**config.mk**
```make
export PLATFORM = sky130hd
export DESIGN_NAME = pc_fetch_sequencer
export DESIGN_NICKNAME = d
export VERILOG_FILES = /design/src/rtl/pc_fetch_sequencer.sv
export SDC_FILE = /design/constraint.sdc
export NUM_CORES = 1
export LEC_CHECK = 0
export ABC_AREA = 1
export CAP_MARGIN = 0
export CORE_UTILIZATION = 54
export CTS_BUF_LIST = sky130_fd_sc_hd__clkbuf_2
export DETAILED_ROUTE_END_ITERATION = 7
export PLACE_DENSITY = 0.89
export SYNTH_ARGS = -nofsm -noshare
export SYNTH_HDL_FRONTEND = slang
export SYNTH_SLANG_ARGS = --single-unit
```
**constraint.sdc**
```tcl
create_clock -name clk -period 10.08 [get_ports clk]
set_input_delay 2.016 -clock clk [delete_from_list [all_inputs] [get_ports clk]]
set_output_delay 2.016 -clock clk [all_outputs]
set_load 0.05 [all_outputs]
```
**src/rtl/pc_fetch_sequencer.sv**
```systemverilog
// Program counter and instruction-fetch sequencer: req/ack fetch to instruction memory,
// a single-entry output slot toward decode, and branch/jump/exception redirects with drain.
module pc_fetch_sequencer #(
    parameter logic [31:0] RESET_VECTOR = 32'h0000_0000,
    parameter logic [31:0] EXC_VECTOR   = 32'h0000_0080
) (
    input  logic        clk,
    input  logic        rst,
    output logic        imem_req,
    output logic [31:0] imem_addr,
    input  logic        imem_ack,
    input  logic [31:0] imem_rdata,
    output logic        instr_valid,
    output logic [31:0] instr,
    output logic [31:0] instr_pc,
    input  logic        stall,
    input  logic        branch_taken,
    input  logic [31:0] branch_target,
    input  logic        jump,
    input  logic [31:0] jump_target,
    input  logic        exception,
    output logic [31:0] epc
);

    typedef enum logic [1:0] {StBoot, StFetch, StHold, StDrain} state_e;

    state_e      r_state;
    state_e      w_state_next;
    logic [31:0] r_pc;
    logic [31:0] r_drain_addr;
    logic [31:0] r_instr;
    logic [31:0] r_instr_pc;
    logic [31:0] r_epc;
    logic        r_instr_valid;

    logic        w_redirect;
    logic [31:0] w_target;
    logic        w_consume;
    logic        w_fire;
    logic        w_outstanding;

    assign w_redirect    = exception | jump | branch_taken;
    assign w_target      = exception ? EXC_VECTOR : (jump ? jump_target : branch_target);
    assign w_consume     = r_instr_valid & ~stall;
    assign w_fire        = (r_state == StFetch) & imem_req & imem_ack;
    // Request issued this cycle but not completed: redirect must wait it out in DRAIN.
    assign w_outstanding = (r_state == StFetch) & imem_req & ~imem_ack;

    always_ff @(posedge clk or posedge rst) begin
        if (rst) begin
            r_state <= StBoot;
        end else begin
            r_state <= w_state_next;
        end
    end

    always_comb begin
        w_state_next = r_state;
        unique case (r_state)
            StBoot: w_state_next = StFetch;
            StFetch: begin
                if (w_redirect) begin
                    w_state_next = w_outstanding ? StDrain : StFetch;
                end else if (r_instr_valid && stall) begin
                    w_state_next = StHold;
                end
            end
            StHold: begin
                if (w_redirect || !stall) begin
                    w_state_next = StFetch;
                end
            end
            StDrain: begin
                if (imem_ack) begin
                    w_state_next = StFetch;
                end
            end
            default: w_state_next = StBoot;
        endcase
    end

    always_comb begin
        imem_req  = 1'b0;
        imem_addr = r_pc;
        unique case (r_state)
            StFetch: imem_req = ~(r_instr_valid & stall);
            StDrain: begin
                imem_req  = 1'b1;
                imem_addr = r_drain_addr;
            end
            default: imem_req = 1'b0;
        endcase
    end

    always_ff @(posedge clk or posedge rst) begin
        if (rst) begin
            r_pc          <= RESET_VECTOR;
            r_drain_addr  <= 32'h0;
            r_instr       <= 32'h0;
            r_instr_pc    <= 32'h0;
            r_instr_valid <= 1'b0;
            r_epc         <= 32'h0;
        end else if (w_redirect) begin
            r_pc          <= w_target;
            r_instr_valid <= 1'b0;
            if (exception) begin
                r_epc <= r_instr_valid ? r_instr_pc : r_pc;
            end
            if (w_outstanding) begin
                r_drain_addr <= r_pc;
            end
        end else if (w_fire) begin
            r_instr       <= imem_rdata;
            r_instr_pc    <= r_pc;
            r_instr_valid <= 1'b1;
            r_pc          <= r_pc + 32'd4;
        end else if (w_consume) begin
            r_instr_valid <= 1'b0;
        end
    end

    assign instr_valid = r_instr_valid;
    assign instr       = r_instr;
    assign instr_pc    = r_instr_pc;
    assign epc         = r_epc;

endmodule

```
After elaboration in Yosys (flattened, before gate mapping)
Index checks and enable logic that the tools add are counted.
{"block": "op_classes", "n_addsub": 1, "n_eq_ne": 6, "mux": 16, "n_bitwise": 11, "n_reduce_logical": 10}
{"cell": "$mux W32", "count": 6}
{"cell": "$add A32 B3 Y32 const B", "count": 1}
{"cell": "$mux W2", "count": 5}
{"cell": "$pmux W2 S4", "count": 1}
{"cell": "$reduce_and A2 Y1", "count": 3}
{"cell": "$and A1 B1 Y1", "count": 5}
{"cell": "$eq A2 B2 Y1 const B", "count": 2}
{"cell": "$ne A2 B2 Y1 const B", "count": 2}
{"cell": "$not A1 Y1", "count": 4}
{"cell": "$mux W1", "count": 3}
{"cell": "$ne A3 B2 Y1 const B", "count": 1}
{"cell": "$reduce_and A3 Y1", "count": 1}
{"cell": "$reduce_bool A3 Y1", "count": 1}
{"cell": "$eq A2 B1 Y1 const B", "count": 1}
{"cell": "$logic_not A2 Y1", "count": 1}
{"cell": "$or A1 B1 Y1", "count": 2}
{"cell": "$pmux W1 S2", "count": 1}
{"cell": "$reduce_bool A2 Y1", "count": 1}
{"cell": "$logic_and A1 B1 Y1", "count": 1}
{"cell": "$logic_not A1 Y1", "count": 1}
{"cell": "$logic_or A1 B1 Y1", "count": 1}
{"block": "word_totals", "register_bits": 163, "output_inout_bits": 130}

Depth between registers and ports, before layout
Gate-level depths: netlist of the first run.
{"block": "depth", "depth_word": 8, "ltp_mapped": 10, "mapped_depth_nobuf": 10}

Worst setup path after synthesis of the first run
No wires, ideal clock.
{"block": "synth_path", "path_kind": "input to output", "start": "input stall", "end": "output imem_req", "t_arrival_ns": 2.545, "path_slack_ns": 5.519, "cell_stages": 3, "n_path_buf": 0, "cell_sequence": "nand2_1 > nand2_2 > nand2_1"}
{"block": "synth_between", "elab_chain_cells": 3}
{"item": "start: declaration", "line_no": "16", "text": "input logic stall,"}
{"item": "$and A1 B1 Y1", "line_no": "86", "text": "StFetch: imem_req = ~(r_instr_valid & stall);"}
{"item": "$not A1 Y1", "line_no": "86"}
{"item": "$pmux W1 S2", "line_no": "85", "text": "unique case (r_state)"}
{"item": "end: declaration", "line_no": "9", "text": "output logic imem_req,"}
Every way passes these cells.

Worst setup path in the final report of the first run
Same ends and word-level chain as after synthesis.

==> key figures, run 1 <==
Floorplan
  • Die Span X: between 100 and 150 um
  • IO Pins: 233
  • Core footprint: roughly 15000 um^2
  • Core Rows: 44
  • Die Height: approximately 130 um
  • Starting Density: between 50 and 60%
  • Die area: about 16000 um^2

Layout
  • Final nets: ~1400
  • Most frequent cells in the layout: nand2_1 (285), clkdlybuf4s50_1 (231), nor2_1 (183)
  • Share of cells above drive strength 1: under 10%
  • Fillers: 1164
  • Area Growth Syn to Fin: 29.72%
  • Layout Utilization: ~72%
  • Most common cell after layout, fill and taps aside: nand2_1

Clock network
  • CTS Sinks: between 150 and 200
  • CTS Buffer Depth: 2
  • Post-CTS Hold Buffers: 0
  • Total CTS buffers: 17
  • Clock transition at path regs: 0.19 ns
  • Post-CTS Setup Inserts: 0
  • Root Buffer: clkbuf_2
  • CTS tree: yes
  • H-tree depth: 4
  • Later-pin clock latency in the skew report: 0.72 ns
  • Post_cts resized: 0

Synthesis
  • Sequential share of the synthesized area: between 40 and 50%
  • Post-synth cell types: 37
  • Post-Syn Area: about 8200 um^2
  • Post-synth top area cell: dfrtp_1
  • Yosys warnings: 0
  • Syn Inst Count: between 1000 and 1500
  • Mean post-synth cell area: 7.756 um^2
  • Yosys top cell area share: between 40% and 50%
  • Post-synth EDFFs: 0
  • Post-synth top flop: dfrtp_1
  • Synth Net Count: 1163
  • Post-synth ARST share: 100.0%
  • FF+latch count, synth: between 150 and 200
  • Synth area leaders: dfrtp_1 (50%), nand2_1 (13%), nor2_1 (8.4%)

Status
  • Status: complete, but fails checks
  • Failing checks: design-rule violations

Timing
  • Fin worst setup slack: roughly 4.5 ns
  • Final min period: around 5.6 ns
  • Fmax: around 180 MHz
  • Setup_tns: 0 ns
  • Post-route clock period utilization: a little under three fifths
  • Final Hold Vio Count: 0
  • Relative slew margins: about a quarter
  • Final Skew: roughly 0.027 ns
  • Final count of pins violating max slew: 0
  • Unrepaired setup endpoints after global routing: false
  • Worst Max-Slew Pin Slew: between 1 and 1.5 ns
  • Setup Viol. Count Final: 0

Global routing
  • Total track usage: approximately 30%
  • Initial antenna violation count: 1
  • Total grt overflow: 0
  • Largest net degree at the start of global routing: 98
  • Vias in the first global route: 7128
  • First-pass GRT wire length: approximately 36000 um

Setup path
  • WP data arrival: about 3.6 ns
  • Critical path capture point type: primary output
  • Worst path required time: slightly above 8 ns
  • CP startpoint kind: input pin
  • WS Path Type: input pin to primary output
  • CP max FO: 4

Job
  • Max_cap viols: 0

Pwr
  • Clock power share: 9.7%
  • Combinational Power Share: between 50 and 60%
  • Psw: 1.566 mW
  • Worst vdd ir: roughly 0.15 mV
  • Total power: 3.053 mW
  • Sequential Power Share: between 30% and 40%
  • Sw frac: between 50% and 60%
  • Cell leakage power: between 4 and 5 nW
  • Internal: 1.487 mW
  • Power density cells: approximately 290 nW/um^2

Drt
  • Routed WL: ~22000 um
  • Pre-antenna DRT Iters: 8
  • Post-DRT Antenna Nets: 0
  • DR WL/cell: between 15 and 20 um
  • Drt initial violations: approximately 790
  • DR vias: 7758
  • Vias per cell: 5.339
  • DRC viols: 22

Min path
  • Hold Path Class: register to register

Placement
  • Port Buffers: between 200 and 250
  • Setup WS pre-CTS: roughly 4.5 ns
  • DPL Wire Length: between 15000 and 20000 um
  • Routability congestion estimate from global placement: 0.8799
state kept, by name, indices dropped and copies added (netlist names):
signal / cells
epc: 32
instr: 32
instr_pc: 32
instr_valid: 1
r_drain_addr: 32
r_pc: 32
r_state: 2
worst paths after layout:
| path | from | end | slack (ns) | cells past startpoint |
|---|---|---|---|---|
| worst max-delay path | stall | imem_req | 4.51 | 5 |
| worst min-delay path | instr[17]$_DFFE_PP0P_ | instr[17]$_DFFE_PP0P_ | 0.51 | 2 |
| worst max register to register | instr_valid$_DFFE_PP0P_ | instr_pc[2]$_DFFE_PP0P_ | 7.06 | 9 |
| worst min register to register | instr[17]$_DFFE_PP0P_ | instr[17]$_DFFE_PP0P_ | 0.51 | 2 |
| max in group asynchronous | rst | epc[9]$_DFFE_PP0P_ | 6.81 | 3 |
| min in group asynchronous | rst | epc[24]$_DFFE_PP0P_ | 1.84 | 2 |
through the flow:
step | instance area, um^2 | std cells | hold slack (ns)
after floorplan | 8214 | 1059 | 0.4537
after global placement | 10480 | 1423 | 0.4608
after detailed placement | 10480 | 1423 | 0.4638
after CTS | 10650 | 1452 | 0.5061
after global routing | 10660 | 1453 | 0.5305
final | 10660 | 1453 | 0.5050
layer usage:
layer	vias up	track usage, %	part of all wire (%)
met5	-	0	0
met4	0	12.20	3.1
met3	47	5.734	8.4
met2	359	46.80	47
met1	3535	39.36	41
li1	3817	-	-
cell families (layout without fill, tap and decap cells):
kind of cell,Yosys count,in the layout,share of synthesized area [%]
xor gates and xnor gates,1,1,0.1066
other,0,1,0
DFF,163,163,49.66
buffers and inverters,124,333,7.098
AOI/OAI and AO/OA,231,231,15.49
muxes,1,1,0.1219
and+or+nand+nor,538,538,27.37
adders and majority gates,1,1,0.1523
final cells by class:
class | instances | area, um^2 | share of cell area (%)
flip-flops and latches | 163 | 4080 | 38.29
clock inverters | 8 | 66.31 | 0.6224
clock buffers | 21 | 105.1 | 0.9864
inverters | 67 | 261.5 | 2.454
well taps | 184 | 230.2 | 2.161
repair buffers | 237 | 2355 | 22.10
multi-input cells | 772 | 3555 | 33.36
diodes | 1 | 2.502 | 0.02349
Yosys cell counts (all sizes together) (2+ instances only):
| master | count |
|---|---|
| inv | 67 |
| buf | 37 |
| nand2 | 292 |
| or2 | 9 |
| nand3 | 38 |
| clkbuf | 20 |
| o31ai | 16 |
| a21oi | 85 |
| o211ai | 13 |
| nor2 | 196 |
| dfrtp | 163 |
| o32ai | 2 |
| a22oi | 7 |
| o21ai | 106 |
power groups by stage:
stage / clock, mW / combinational [mW] / sequential, mW
after floorplan: 0 / 0.727 / 1.44
after global placement: 0 / 1.74 / 0.992
after detailed placement: 0 / 1.77 / 1.00
after CTS: 0.304 / 1.77 / 0.987
after global routing: 0.329 / 1.86 / 1.02
final: 0.295 / 1.77 / 0.990
critical path: stages:
cell,delay [ns]
clkdlybuf4s50_1,0.43
nand2_1,0.11
nand2_2,0.11
nand2_1,0.07
clkdlybuf4s50_1,0.83
(Power assumes the default switching activity.)
==> run 2, diff against run 1 <==
CORE_UTILIZATION = 45   (was 54)
PLACE_DENSITY = 0.79   (was 0.89)
clock period = 5 ns   (was 10.08 ns; I/O delays follow)
==> key figures, run 2 (synthesized netlist as in run 1, its figures left out) <==
Clock network
  • Total CTS buffers: 17 (unchanged)
  • H-tree depth: 4 (unchanged)
  • CTS tree: yes
  • Later-pin clock latency in the skew report: 0.74 ns (+0.02 ns)
  • Root Buffer: clkbuf_2
  • Clock transition at path regs: 0.22 ns (+0.03 ns)
  • Post_cts resized: 0 (unchanged)
  • Post-CTS Setup Inserts: 0 (unchanged)
  • CTS Buffer Depth: 2 (unchanged)
  • CTS Sinks: 163 (unchanged)
  • Post-CTS Hold Buffers: 0 (unchanged)

Setup path
  • WP data arrival: 3.25 ns (-0.31 ns)
  • CP max FO: 66 (+62)
  • WS Path Type: register to primary output
  • Worst path required time: 4.00 ns (-4.06 ns)
  • Critical path capture point type: primary output
  • Flop-to-flop setup slack: 2.68 ns (-4.38 ns)
  • CP startpoint kind: register

Drt
  • Vias per cell: 5.118 (-4.1%)
  • DR vias: 7672 (-1.1%)
  • DR WL/cell: 15.11 um (-0.80%)
  • Highest Signal Layer: met4
  • Pre-antenna DRT Iters: 6 (-2)
  • DRC viols: 0 (-100%)
  • WL met3: 1610 um (-14%)
  • Met2 routed WL: 10390 um (-0.38%)
  • Post-DRT Antenna Nets: 0 (unchanged)
  • Routed WL: 22650 um (+2.3%)
  • Drt initial violations: 525 (-34%)
  • M1 WL: 10210 um (+12%)

Floorplan
  • Core footprint: 17900 um^2 (+22%)
  • Core Rows: 49 (+11%)
  • Die Height: 137.1 um (+9.4%)
  • Die Span X: 137.1 um (+9.4%)
  • Die area: 18800 um^2 (+20%)
  • IO Pins: 233 (unchanged)
  • Starting Density: 45.88% (-10 points)

Global routing
  • First-pass GRT wire length: 35240 um (-3.0%)
  • Total grt overflow: 0 (unchanged)
  • Largest net degree at the start of global routing: 164 (+67%)
  • Initial antenna violation count: 1 (unchanged)
  • Total track usage: 24.51% (-4.8 points)
  • Vias in the first global route: 6967 (-2.3%)

Timing
  • Final hold slack: 0.5119 ns (+0.006841 ns)
  • Final count of pins violating max slew: 0 (unchanged)
  • Worst Max-Slew Pin Slew: 1.100 ns (-0.001863 ns)
  • Fmax: 235.6 MHz
  • Final Hold Vio Count: 0 (unchanged)
  • Post-route clock period utilization: ~85%
  • Final min period: between 4 and 5 ns
  • Unrepaired setup endpoints after global routing: false
  • Setup Viol. Count Final: 0 (unchanged)
  • Setup_tns: 0 ns (unchanged)
  • Relative slew margins: 26.42% (+0.12 points)
  • Final Skew: 0.02262 ns (-0.004671 ns)

Placement
  • DPL Wire Length: 16410 um (+1.8%)
  • Routability congestion estimate from global placement: 0.9119 (+3.6%)
  • Port Buffers: 232 (unchanged)

Job
  • Max_cap viols: 0 (unchanged)

Pwr
  • Power density cells: 585.1 nW/um^2 (+100%)
  • Cell leakage power: 4.878 nW (+0.53%)
  • Worst vdd ir: 0.4546 mV (+210%)

Layout
  • Final nets: 1362 (unchanged)
  • Most common cell after layout, fill and taps aside: nand2_1
  • Area Growth Syn to Fin: 31.56%
  • Share of cells above drive strength 1: 6.619% (-0.084 points)
  • Most frequent cells in the layout: nand2_1 (285), clkdlybuf4s50_1 (231), nor2_1 (183)

Status
  • Status: complete, no violations

Min path
  • Hold Path Class: register to register
## run 2: changes by cell type in the layout (fill, tap and decap cells not counted), moves of 2 or more
cell and delta:
bufinv_16 +3, clkinv_1 +2, clkbuf_2 -3, clkinvlp_4 +2, clkinv_2 -3
## run 2: worst max-delay path, stage by stage, from the launching register on
cell and delay, ns:
dfrtp_1 0.47, nand2_2 0.81, nor2_1 0.08, a21oi_1 0.25, clkdlybuf4s50_1 0.87
## run 2: path summary, 6_finish.rpt
kind / from / to / depth (start not counted)
worst max-delay path: r_state[1]$_DFFE_PP0P_ / imem_addr[14] / 4
worst min-delay path: instr[4]$_DFFE_PP0P_ / instr[4]$_DFFE_PP0P_ / 2
worst max register to register: r_state[0]$_DFFE_PP0P_ / r_pc[2]$_DFFE_PP0P_ / 9
worst min register to register: instr[4]$_DFFE_PP0P_ / instr[4]$_DFFE_PP0P_ / 2
max in group asynchronous: rst / instr_valid$_DFFE_PP0P_ / 3
min in group asynchronous: rst / instr[21]$_DFFE_PP0P_ / 3
## run 2: layout make-up
type	instances	area, um^2
repair buffers	237	2367
clock inverters	12	165.2
diodes	1	2.502
clock buffers	18	90.09
inverters	67	260.3
fillers	1667	7096
well taps	229	286.5
multi-input cells	772	3555
flip-flops and latches	163	4080
## run 2: per-layer routing
metal / up-vias / track usage, %
met5: - / 0
met4: 0 / 9.280
met3: 32 / 4.889
met2: 269 / 38.52
met1: 3562 / 33.29
li1: 3809 / -
## run 2: power breakdown
group	internal, mW	switching [mW]
clock	0.319	0.456
combinational	1.11	2.44
sequential	1.72	0.281
total	3.15	3.18
## run 2: per-stage QoR
stage	power, mW	worst slack [ns]	cell area [um^2]	cells	utilization, %
global placement	5.529	1.457	10550	1468	58.93
floorplan	4.365	1.929	8218	1059	-
global route	6.650	0.4951	10810	1499	60.36
finish	6.323	0.7549	10810	1499	60.36
detailed placement	5.584	1.383	10550	1468	58.93
CTS	6.356	0.7043	10800	1498	60.35
